==> src/rtl/ttt_pkg.sv <==
// Shared types and constants for the tic-tac-toe controller: cell/state encodings,
// winner codes, the eight winning lines and a board cell accessor.
package ttt_pkg;

    localparam int unsigned NUM_CELLS = 9;
    localparam int unsigned CELL_W    = 4;
    localparam int unsigned BOARD_W   = 2 * NUM_CELLS;
    localparam int unsigned NUM_LINES = 8;
    localparam int unsigned LINE_W    = 4;
    localparam int unsigned COUNT_W   = 4;

    typedef enum logic [1:0] {
        EMPTY = 2'b00,
        X     = 2'b01,
        O     = 2'b10
    } cell_t;

    typedef enum logic [2:0] {
        S_GRID  = 3'd0,
        S_IDLE  = 3'd1,
        S_DRAW  = 3'd2,
        S_CHECK = 3'd3,
        S_OVER  = 3'd4
    } state_t;

    localparam logic [1:0] WINNER_NONE = 2'b00;
    localparam logic [1:0] WINNER_X    = 2'b01;
    localparam logic [1:0] WINNER_O    = 2'b10;
    localparam logic [1:0] WINNER_DRAW = 2'b11;

    localparam logic [LINE_W-1:0] NO_LINE = 4'hF;

    // Rows 0-2, columns 3-5, main diagonal 6, anti-diagonal 7.
    localparam logic [CELL_W-1:0] WIN_LINES [NUM_LINES][3] = '{
        '{4'd0, 4'd1, 4'd2},
        '{4'd3, 4'd4, 4'd5},
        '{4'd6, 4'd7, 4'd8},
        '{4'd0, 4'd3, 4'd6},
        '{4'd1, 4'd4, 4'd7},
        '{4'd2, 4'd5, 4'd8},
        '{4'd0, 4'd4, 4'd8},
        '{4'd2, 4'd4, 4'd6}
    };

    // Cell contents at index idx; indices above 8 read as EMPTY.
    function automatic cell_t cell_at(input logic [BOARD_W-1:0] b, input logic [CELL_W-1:0] idx);
        cell_at = EMPTY;
        for (int i = 0; i < int'(NUM_CELLS); i++) begin
            if (idx == CELL_W'(i)) cell_at = cell_t'(b[2*i +: 2]);
        end
    endfunction

endpackage

==> src/rtl/ttt_win_detect.sv <==
// Combinational line check: does `mark` own a full line on `board`, and which one.
// TTT_WIN_LINE_EN enables the line-index encoder; otherwise line is fixed at 4'hF.
module ttt_win_detect
    import ttt_pkg::*;
(
    input  logic [BOARD_W-1:0] board,
    input  cell_t              mark,
    output logic               hit,
    output logic [LINE_W-1:0]  line
);

    logic [NUM_LINES-1:0] w_owned;

    always_comb begin
        w_owned = '0;
        for (int l = 0; l < int'(NUM_LINES); l++) begin
            w_owned[l] = 1'b1;
            for (int k = 0; k < 3; k++) begin
                if (cell_at(board, WIN_LINES[l][k]) != mark) w_owned[l] = 1'b0;
            end
        end
    end

    assign hit = |w_owned;

`ifdef TTT_WIN_LINE_EN
    // Descending scan so the lowest completed line index wins.
    always_comb begin
        line = NO_LINE;
        for (int l = int'(NUM_LINES) - 1; l >= 0; l--) begin
            if (w_owned[l]) line = LINE_W'(l);
        end
    end
`else
    assign line = NO_LINE;
`endif

endmodule

==> src/rtl/ttt_game_ctrl.sv <==
// Tic-tac-toe game controller: validates moves, alternates X/O, detects win/draw and
// sequences grid/mark draw requests to the screen stage. Option: TTT_WIN_LINE_EN.
module ttt_game_ctrl
    import ttt_pkg::*;
(
    input  logic               clk,
    input  logic               reset,
    input  logic               new_game,
    input  logic               move_valid,
    input  logic [CELL_W-1:0]  move_cell,
    input  logic               grid_done,
    input  logic               draw_done,
    output logic               grid_req,
    output logic               draw_req,
    output logic [CELL_W-1:0]  draw_cell,
    output logic               draw_mark,
    output logic [BOARD_W-1:0] board,
    output logic               player,
    output logic               move_reject,
    output logic               game_over,
    output logic [1:0]         winner,
    output logic [LINE_W-1:0]  win_line
);

    state_t               r_state;
    logic [BOARD_W-1:0]   r_board;
    logic                 r_player;
    logic [COUNT_W-1:0]   r_move_count;
    logic [1:0]           r_winner;
    logic [LINE_W-1:0]    r_win_line;
    logic                 r_move_reject;
    logic [CELL_W-1:0]    r_draw_cell;
    logic                 r_draw_mark;

    cell_t                w_mark;
    logic                 w_legal;
    logic                 w_hit;
    logic [LINE_W-1:0]    w_line;

    assign w_mark  = r_player ? O : X;
    assign w_legal = (move_cell <= CELL_W'(NUM_CELLS - 1)) && (cell_at(r_board, move_cell) == EMPTY);

    // Evaluated against the registered board with the last mover's mark.
    ttt_win_detect u_win_detect (
        .board (r_board),
        .mark  (w_mark),
        .hit   (w_hit),
        .line  (w_line)
    );

    always_ff @(posedge clk) begin
        if (reset || new_game) begin
            r_state       <= S_GRID;
            r_board       <= '0;
            r_player      <= 1'b0;
            r_move_count  <= '0;
            r_winner      <= WINNER_NONE;
            r_win_line    <= NO_LINE;
            r_move_reject <= 1'b0;
            if (reset) begin
                r_draw_cell <= '0;
                r_draw_mark <= 1'b0;
            end
        end else begin
            r_move_reject <= 1'b0;
            case (r_state)
                S_GRID: begin
                    if (grid_done) r_state <= S_IDLE;
                end
                S_IDLE: begin
                    if (move_valid) begin
                        if (w_legal) begin
                            for (int i = 0; i < int'(NUM_CELLS); i++) begin
                                if (move_cell == CELL_W'(i)) r_board[2*i +: 2] <= w_mark;
                            end
                            r_draw_cell  <= move_cell;
                            r_draw_mark  <= r_player;
                            r_move_count <= r_move_count + COUNT_W'(1);
                            r_state      <= S_DRAW;
                        end else begin
                            r_move_reject <= 1'b1;
                        end
                    end
                end
                S_DRAW: begin
                    if (draw_done) r_state <= S_CHECK;
                end
                S_CHECK: begin
                    if (w_hit) begin
                        r_winner   <= r_player ? WINNER_O : WINNER_X;
                        r_win_line <= w_line;
                        r_state    <= S_OVER;
                    end else if (r_move_count == COUNT_W'(NUM_CELLS)) begin
                        r_winner <= WINNER_DRAW;
                        r_state  <= S_OVER;
                    end else begin
                        r_player <= ~r_player;
                        r_state  <= S_IDLE;
                    end
                end
                S_OVER: begin
                    r_state <= S_OVER;
                end
                default: begin
                    r_state <= S_GRID;
                end
            endcase
        end
    end

    assign grid_req    = (r_state == S_GRID);
    assign draw_req    = (r_state == S_DRAW);
    assign game_over   = (r_state == S_OVER);
    assign draw_cell   = r_draw_cell;
    assign draw_mark   = r_draw_mark;
    assign board       = r_board;
    assign player      = r_player;
    assign move_reject = r_move_reject;
    assign winner      = r_winner;
    assign win_line    = r_win_line;

endmodule

==> config.mk <==
export PLATFORM = sky130hd
export DESIGN_NAME = ttt_game_ctrl
export DESIGN_NICKNAME = d
export VERILOG_FILES = /design/src/rtl/ttt_pkg.sv /design/src/rtl/ttt_win_detect.sv /design/src/rtl/ttt_game_ctrl.sv
export SDC_FILE = /design/constraint.sdc
export NUM_CORES = 1
export LEC_CHECK = 0
export BUFFER_PORTS_ARGS = -buffer_cell sky130_fd_sc_hd__buf_2
export CORE_MARGIN = 1.5
export CORE_UTILIZATION = 55
export CTS_CLUSTER_DIAMETER = 100
export DETAILED_ROUTE_END_ITERATION = 10
export PLACE_DENSITY_LB_ADDON = 0.25
export SYNTH_ARGS = -nofsm -noshare
export SYNTH_HDL_FRONTEND = slang
export SYNTH_SLANG_ARGS = --single-unit
==> constraint.sdc <==
create_clock -name clk -period 3.9 [get_ports clk]
set_clock_uncertainty 0.2 [all_clocks]
set_input_delay 0.78 -clock clk [delete_from_list [all_inputs] [get_ports clk]]
set_output_delay 0.78 -clock clk [all_outputs]
set_load 0.005 [all_outputs]
==> impl_metrics.json, run 1 <==
{
  "status": "finished clean",
  "synth_edf_count": 5,
  "final.setup.worst_slack_ns": 1.27,
  "yosysWarnings": 0,
  "ctsResizeCount": 0,
  "initial_core_util_pct": 59.5,
  "cp.required_ns": 3.92,
  "ios": 44,
  "cts_tree": "yes",
  "slew_violations": 0,
  "overflow": 0,
  "finalCritPeriodShare_pct": 67.4,
  "rsz0062_at_grt": "no",
  "htreeDepth": 2,
  "root_buffer": "clkbuf_4",
  "core-area_sq_um": 3130,
  "fmax_ghz": 0.380,
  "drcViolationCount": 0,
  "dieArea_sq_um": 3740,
  "crit_path_max_fanout": 23,
  "tns_ns": 0,
  "track_usage_pct": 23.0,
  "synth_flop_cell": "dfxtp_1",
  "clk_pin_slew_ns": 0.10,
  "dp.final_hpwl_mm": 2.94,
  "syn_area_per_cell_sq_um": 8.91,
  "async_reset_ff_share_pct": 0,
  "seq_area_sq_um": 731,
  "rows": 20,
  "drt_iter0_drc": 117,
  "synthCells": 209,
  "ys_seq_area_share_pct": 39.2,
  "clock_latency_ns": 0.33,
  "multi_input_area_sq_um": 1040,
  "final_cell_mix": "buf_2 (39), dfxtp_1 (29), nor2_1 (20)",
  "insertedDiodeCount": 0,
  "holdBufCountCts": 0,
  "p_sw_share_pct": 24.3,
  "clkPwrFrac_pct": 29.1,
  "numPortBuffers": 39,
  "postCtsSetupRepairBufs": 0,
  "cts_buffers": 5,
  "area_growth_pct": 12.6,
  "num_vias": 1671,
  "drt-total-wl_mm": 3.97,
  "crit_arrival_ns": 2.65,
  "fillCellCount": 278,
  "fin_crit_ns": 2.63,
  "start_kind": "flop",
  "synth_top_area_cell": "dfxtp_1",
  "final_area_sq_um": 2100,
  "ir_worst_vdd_v": 0.000221,
  "ys_ff_latch": 34,
  "relSlewSlack_pct": 47.0,
  "synth.top_cell.area_share_pct": 31.2,
  "drive_gt1_share_pct": 24.4,
  "antenna_found_initial": 0,
  "hold_viol": 0,
  "post-place-ws_ns": 1.10,
  "worst_pin_slew_ns": 0.793,
  "p_switching_uw": 142,
  "routed_via_density": 5.76,
  "hp-class": "reg -> reg",
  "p_seq_share_pct": 61.9,
  "powerDensity_nw_per_um2": 278,
  "setup_viol": 0,
  "whs_ns": 0.278,
  "num-nets-final": 257,
  "place_area_sq_um": 2050,
  "synth_area_sq_um": 1860,
  "crit_type": "reg -> reg",
  "yosysUniqueCellTypes": 56,
  "grt_pass1_vias": 1396,
  "comb_power_share_pct": 9.0,
  "clockBufferDepth": 2,
  "gp_congestion": 0.897,
  "grt_pass1_wl_mm": 6.39,
  "die_x_microns": 61.2,
  "clock_sinks": 34,
  "grt_max_degree": 24,
  "ant_nets": 0,
  "cp-end-kind": "flop",
  "intPower_uw": 442,
  "drv_cap": 0,
  "firstDrtPassIters": 5,
  "final_common_cell": "buf_2",
  "fp.dieH_microns": 61.2,
  "synthTopCellsByArea": "dfxtp_1 (31%), edfxtp_1 (8.1%), nor2_1 (4.0%), a22o_1 (3.8%), nand2b_1 (3.4%)",
  "leakagePower_nw": 0.870,
  "wire_per_inst_microns": 13.7
}
final timing paths:
check,from,end,slack (ns),depth (start not counted)
min reg2reg,winner[0],winner[0],0.28,1
min,winner[0],winner[0],0.28,1
max,player,player,1.27,6
max reg2reg,player,player,1.27,6
per-stage QoR:
step           instances  total power [mW]  util (%)
2_1_floorplan        212             0.407         -
3_3_place_gp         282             0.420      65.5
3_5_place_dp         282             0.421      65.5
4_1_cts              290             0.587      67.0
5_1_grt              290             0.613      67.0
6_report             290             0.584      67.0
logic make-up after synthesis:
group	after synthesis	share of synthesized area, %
simple gates	92	28.3
compound gates	57	23.4
flops	34	39.2
buf+inv	19	5.44
fa+ha+maj	2	1.34
xor+xnor	2	0.941
mux	2	1.14
other cells	1	0.201
per-layer routing:
layer	part of all wire [%]	global-route usage, %	routed length (microns)
met2	43	32.7	1710
met3	7.3	7.77	289
met1	48	32.2	1890
met5	0	0	0
met4	2.0	9.01	79
synth_stat cells, types with 3 or more instances:
cell type   n
o21ai_0     7
nand2b_1   10
o31ai_1     3
nor2b_1     5
buf_4       5
nor3b_2     3
and2_1      7
a31oi_1     5
clkbuf_1    5
nand2_1    16
a21oi_1     5
a22o_1      8
nor3_1      4
nor4_1      3
nand3b_1    5
nor2_1     20
buf_2       3
nand3_1     4
inv_1       5
o21a_1      3
edfxtp_1    5
dfxtp_1    29
o22ai_1     9
registers in the layout, indices dropped and copies added, names as in the netlist:
name	count
draw_mark	1
player	1
r_move_count	4
draw_cell	4
r_state	3
winner	2
move_reject	1
board	18
critical path: stages (launching register included):
cell      delay, ns
dfxtp_1        0.85
nor3b_2        0.14
a2bb2o_4       0.25
o41ai_2        0.33
nand3_2        0.19
nor3b_2        0.22
mux2_1         0.34
area by class of cell:
cell class	count	share of cell area, %
flip-flops and latches	34	34.8
inverters	5	0.895
clock inverters	3	0.537
clock buffers	5	1.79
repair buffers	40	9.67
well taps	44	2.63
multi-input cells	159	49.6
power groups by stage:
stage	clock [mW]	combinational, mW	sequential, mW
floorplan	0	0.0375	0.370
global placement	0	0.0508	0.369
detailed placement	0	0.0513	0.369
CTS	0.174	0.0516	0.361
global route	0.192	0.0584	0.362
finish	0.170	0.0526	0.361
Power figures use the tool's default switching activity.
==> run 2: changes to the inputs <==
Settings changed: CORE_UTILIZATION 55 to 53.
Clock period 3.9 ns to 2.5 ns, I/O delays scaled along.
==> run 2 against run 1 <==
  * Final cell count increased by 2.8%
  * Via count decreased by 0.48%
  * Largest cell class unchanged
  * Clock-buffer cell count increased by 1
  * Combinational power increased by 65%
  * Largest power group unchanged
  * Sequential power increased by 56%
  * Utilization decreased by 3.2 points
  * Power increased by 59%
  * Highest routed layer unchanged
  * Die area increased by 3.6%
  * Global-route usage decreased by 0.87 points
  * Critical path depth increased by 1
==> impl_metrics.json, run 2 (synthesized netlist as in run 1, its figures left out) <==
{
  "fmax_ghz": 0.437,
  "final_common_cell": "buf_2",
  "dp.final_hpwl_mm": 3.08,
  "setup_viol": 0,
  "drt_iter0_drc": 100,
  "rows": 21,
  "firstDrtPassIters": 4,
  "antenna_found_initial": 0,
  "path_delay_family": "compound AO/OA/AOI/OAI gates",
  "ios": 44,
  "dp.cells": 290,
  "htreeDepth": 2,
  "clock_latency_ns": 0.34,
  "fin_crit_ns": 2.29,
  "ir_worst_vdd_v": 0.000321,
  "clk_pin_slew_ns": 0.10,
  "drive_gt1_share_pct": 27.0,
  "leakagePower_nw": 0.902,
  "slowest_delay_ns": 0.40,
  "track_usage_pct": 22.2,
  "crit_path_top_delay_cell": "dfxtp_2",
  "hp-class": "in -> reg",
  "tns_ns": 0,
  "crit_type": "reg -> reg",
  "initial_core_util_pct": 55.4,
  "overflow": 0,
  "drcViolationCount": 0,
  "crit_arrival_ns": 2.32,
  "dieArea_sq_um": 3880,
  "hold_viol": 0,
  "slew_violations": 0,
  "routed_via_density": 5.58,
  "cts_tree": "yes",
  "path_cells": "buf_4, nand3b_1, a2bb2o_4, o41ai_2, nand3_2, nor3b_2, mux2_1",
  "area_growth_pct": 15.3,
  "root_buffer": "clkbuf_4",
  "grt_pass1_vias": 1505,
  "rsz0062_at_grt": "no",
  "num_vias": 1663,
  "status": "finished clean",
  "final.setup.worst_slack_ns": 0.209,
  "critPathBufInv": 1,
  "crit_path_max_fanout": 11,
  "num-nets-final": 263,
  "grt_pass1_wl_mm": 6.88,
  "start_kind": "flop",
  "ant_nets": 0,
  "largest_register_ffs": 18,
  "post-place-ws_ns": 0.101,
  "cts_buffers": 5,
  "powerDensity_nw_per_um2": 433,
  "grt_max_degree": 23,
  "finalCritPeriodShare_pct": 91.6,
  "wire_per_inst_microns": 13.7,
  "fp.dieH_microns": 62.3,
  "postCtsSetupRepairBufs": 0,
  "drv_cap": 0,
  "holdBufCountCts": 0,
  "numPortBuffers": 39,
  "final_cell_mix": "buf_2 (39), dfxtp_1 (28), nor2_1 (20)",
  "cp.required_ns": 2.53,
  "ctsResizeCount": 0,
  "die_x_microns": 62.3,
  "instances_no_fill": 298,
  "clockBufferDepth": 2,
  "drt-total-wl_mm": 4.09,
  "gp_congestion": 0.839,
  "cp-end-kind": "flop",
  "clock_sinks": 34,
  "core-area_sq_um": 3360,
  "insertedDiodeCount": 0
}
==> run 2: layer usage <==
layer	share of wire, %	global-route usage, %	vias to the layer above
li1	-	-	841
met1	47	30.2	764
met2	46	34.2	54
met3	6.2	5.80	4
met4	0.76	7.50	0
met5	0	0	-
==> run 2: final timing paths <==
path	startpoint	to	slack (ns)	cells after the start
max	player	player	0.21	7
min	grid_done	r_state[1]	0.23	3
min reg2reg	winner[0]	winner[0]	0.28	1
max reg2reg	player	player	0.21	7
==> run 2: per-stage QoR <==
| step | util (%) | area [sq um] | hold slack (ns) | total power [mW] |
|---|---|---|---|---|
| 6_report | 63.8 | 2150 | 0.231 | 0.931 |
| 3_5_place_dp | 62.3 | 2100 | 0.253 | 0.661 |
| 2_1_floorplan | - | 1870 | 0.258 | 0.635 |
| 5_1_grt | 63.8 | 2150 | 0.236 | 0.970 |
| 4_1_cts | 63.8 | 2150 | 0.224 | 0.938 |
| 3_3_place_gp | 62.3 | 2100 | 0.244 | 0.660 |
==> run 2: area by class of cell <==
cell class                 count  area, sq um
fill                         328         1220
multi-input combinational    159         1040
sequential                    34          732
timing repair buffer          46          248
tap                           46         57.6
clock buffer                   6         41.3
inverter                       5         18.8
clock inverter                 2         8.76
==> run 2: where the power goes <==
group | switching, mW | internal [mW] | leakage (nW)
clock | 0.175 | 0.105 | 0.0297
combinational | 0.0542 | 0.0325 | 0.587
sequential | 0.00310 | 0.561 | 0.285
==> run 2: worst reg2reg max path, delay by kind of cell, from the launching register on <==
| kind | cells | cell delay (ns) |
|---|---|---|
| AOI/OAI and AO/OA | 2 | 0.56 |
| buffers and inverters | 1 | 0.19 |
| DFF | 1 | 0.40 |
| muxes | 1 | 0.34 |
| and+or+nand+nor | 3 | 0.49 |
==> run 3: changes to the inputs <==
Settings changed: ABC_AREA set to 1, CORE_UTILIZATION 53 to 54, RECOVER_POWER set to 25.
==> run 3 against run 2 <==
  * Critical path type is now in -> reg
  * Power up 28%
  * Global-route usage up 2.5 points
  * Critical path depth up 3
==> impl_metrics.json, run 3 <==
{
  "status": "finished clean",
  "cts_tree": "yes",
  "synth_area_sq_um": 2080,
  "clock_latency_ns": 0.29,
  "num_vias": 2041,
  "path_delay_family": "simple AND/OR/NAND/NOR gates",
  "fp.dieH_microns": 65.0,
  "drt_iter0_drc": 151,
  "setup_viol": 0,
  "postCtsSetupRepairBufs": 0,
  "cp.required_ns": 2.31,
  "crit_path_max_fanout": 5,
  "grt_max_degree": 20,
  "ys_seq_area_share_pct": 35.2,
  "clk_pin_slew_ns": 0.07,
  "synth_top_family_by_area": "simple AND/OR/NAND/NOR gates",
  "root_buffer": "clkbuf_8",
  "slew_violations": 0,
  "cts_buffers": 5,
  "ir_worst_vdd_v": 0.000263,
  "drcViolationCount": 0,
  "synth_edf_count": 5,
  "muxShareOfSynthArea_pct": 0,
  "ant_nets": 0,
  "synth_top_area_cell": "dfxtp_1",
  "holdBufCountCts": 0,
  "powerDensity_nw_per_um2": 491,
  "dp.cells": 392,
  "start_kind": "input port",
  "hp-class": "reg -> reg",
  "core-area_sq_um": 3690,
  "die_x_microns": 65.0,
  "crit_path_top_delay_cell": "nor2_1",
  "synthTopCellsByArea": "dfxtp_1 (28%), nor2_1 (12%), nand2_1 (9.6%), inv_1 (8.0%), edfxtp_1 (7.2%)",
  "grt_pass1_vias": 1795,
  "worst_pin_slew_ns": 0.509,
  "synthCells": 306,
  "fin_util_pct": 65.9,
  "crit_type": "in -> reg",
  "synthXorXnorAreaFrac_pct": 1.27,
  "ctsResizeCount": 0,
  "fmax_ghz": 0.444,
  "path_cells": "buf_2, inv_1, nor2_2, inv_2, nor2_1, nand3_2, a21boi_4, nand2_2, o21bai_1, buf_4",
  "synth-compound-area-share_pct": 10.2,
  "multi_input_area_sq_um": 1090,
  "dp.final_hpwl_mm": 3.60,
  "instances_no_fill": 400,
  "fin_crit_ns": 2.25,
  "routed_via_density": 5.10,
  "rsz0062_at_grt": "no",
  "final_common_cell": "nor2_1",
  "clock_sinks": 34,
  "initial_core_util_pct": 56.3,
  "final_cell_mix": "nor2_1 (69), nand2_1 (53), inv_1 (44)",
  "htreeDepth": 2,
  "clockBufferDepth": 2,
  "fillCellCount": 347,
  "area_growth_pct": 17.0,
  "ys_ff_latch": 34,
  "grt_pass1_wl_mm": 7.99,
  "p_total_mw": 1.19,
  "largest_register_ffs": 18,
  "gp_congestion": 0.901,
  "overflow": 0,
  "synth_fa_ha_area_share_pct": 1.20,
  "insertedDiodeCount": 0,
  "track_usage_pct": 24.6,
  "num-nets-final": 363,
  "critPathBufInv": 4,
  "synthTopCellsByCount": "nor2_1 (69), nand2_1 (53), inv_1 (44), dfxtp_1 (29), a21oi_1 (17)",
  "yosysWarnings": 0,
  "hold_viol": 0,
  "synth_flop_cell": "dfxtp_1",
  "drv_cap": 0,
  "crit_arrival_ns": 2.07,
  "ios": 44,
  "relSlewSlack_pct": 66.0,
  "seq_area_sq_um": 731,
  "antenna_found_initial": 0,
  "synthSimpleGateAreaFrac_pct": 39.3,
  "wire_per_inst_microns": 12.0,
  "tns_ns": 0,
  "final_area_sq_um": 2430,
  "leakagePower_nw": 1.33,
  "rows": 22,
  "cp-end-kind": "flop",
  "syn_area_per_cell_sq_um": 6.79,
  "drt-total-wl_mm": 4.82,
  "drive_gt1_share_pct": 23.9,
  "synth.top_cell.area_share_pct": 28.0,
  "place_area_sq_um": 2330,
  "firstDrtPassIters": 4,
  "slowest_delay_ns": 0.26,
  "dieArea_sq_um": 4230,
  "finalCritPeriodShare_pct": 90.2,
  "numPortBuffers": 39,
  "async_reset_ff_share_pct": 0,
  "yosysUniqueCellTypes": 35,
  "yosysMostFrequentCell": "nor2_1"
}
[run 3: changes by cell type in the layout (fill, tap and decap cells not counted), moves of 7 or more]
| cell | previous run | this run |
|---|---|---|
| and2_1 | 7 | 0 |
| nand3_1 | 4 | 16 |
| nand2_1 | 16 | 53 |
| nand2b_1 | 10 | 0 |
| a21oi_1 | 5 | 17 |
| nand4_2 | 0 | 7 |
| o22ai_1 | 9 | 0 |
| nor2_1 | 20 | 69 |
| inv_1 | 5 | 44 |
| a22o_1 | 8 | 0 |
[run 3: logic make-up (layout without fill, tap and decap cells)]
group | after synthesis | count (layout)
AND/OR/NAND/NOR | 169 | 169
buffers and inverters | 62 | 105
AO/OA/AOI/OAI | 35 | 35
flip-flops | 34 | 34
XOR/XNOR | 3 | 3
adder cells (fa/ha/maj) | 2 | 2
other | 1 | 4
[run 3: final cells by class]
type | instances | share of cell area [%]
multi-input combinational | 213 | 45.0
timing repair buffer | 47 | 10.2
clock inverter | 3 | 1.65
inverter | 50 | 7.72
sequential | 34 | 30.1
tap | 48 | 2.47
clock buffer | 5 | 2.83
[run 3: worst paths after layout]
check | startpoint | to | cells past startpoint | slack (ns)
setup / recovery | move_cell[2] | draw_cell[3] | 10 | 0.25
hold / removal | r_move_count[3] | r_move_count[3] | 2 | 0.27
setup reg to reg | player | player | 11 | 0.33
hold reg to reg | r_move_count[3] | r_move_count[3] | 2 | 0.27
[run 3: layer usage]
layer	wire length (microns)	track usage, %	part of all wire (%)
met5	0	0	0
met4	64	7.03	1.3
met3	230	6.94	4.8
met2	2240	39.8	47
met1	2280	32.1	47
[run 3: tightest hold or removal path: cells and delay by family (launching register included)]
family | cells | cell delay [ns]
flops | 1 | 0.31
simple gates | 1 | 0.06
compound gates | 1 | 0.05
[run 3: power by group]
part | internal [mW] | switching, mW
clock | 0.293 | 0.205
sequential | 0.562 | 0.00343
combinational | 0.0443 | 0.0866
total | 0.899 | 0.295
[run 3: through the flow]
step | hold slack, ns | setup WS, ns
after floorplan | 0.240 | 0.118
after global placement | 0.266 | 0.0231
after detailed placement | 0.260 | -0.00902
after CTS | 0.271 | 0.261
after global routing | 0.311 | 0.0916
final | 0.272 | 0.246
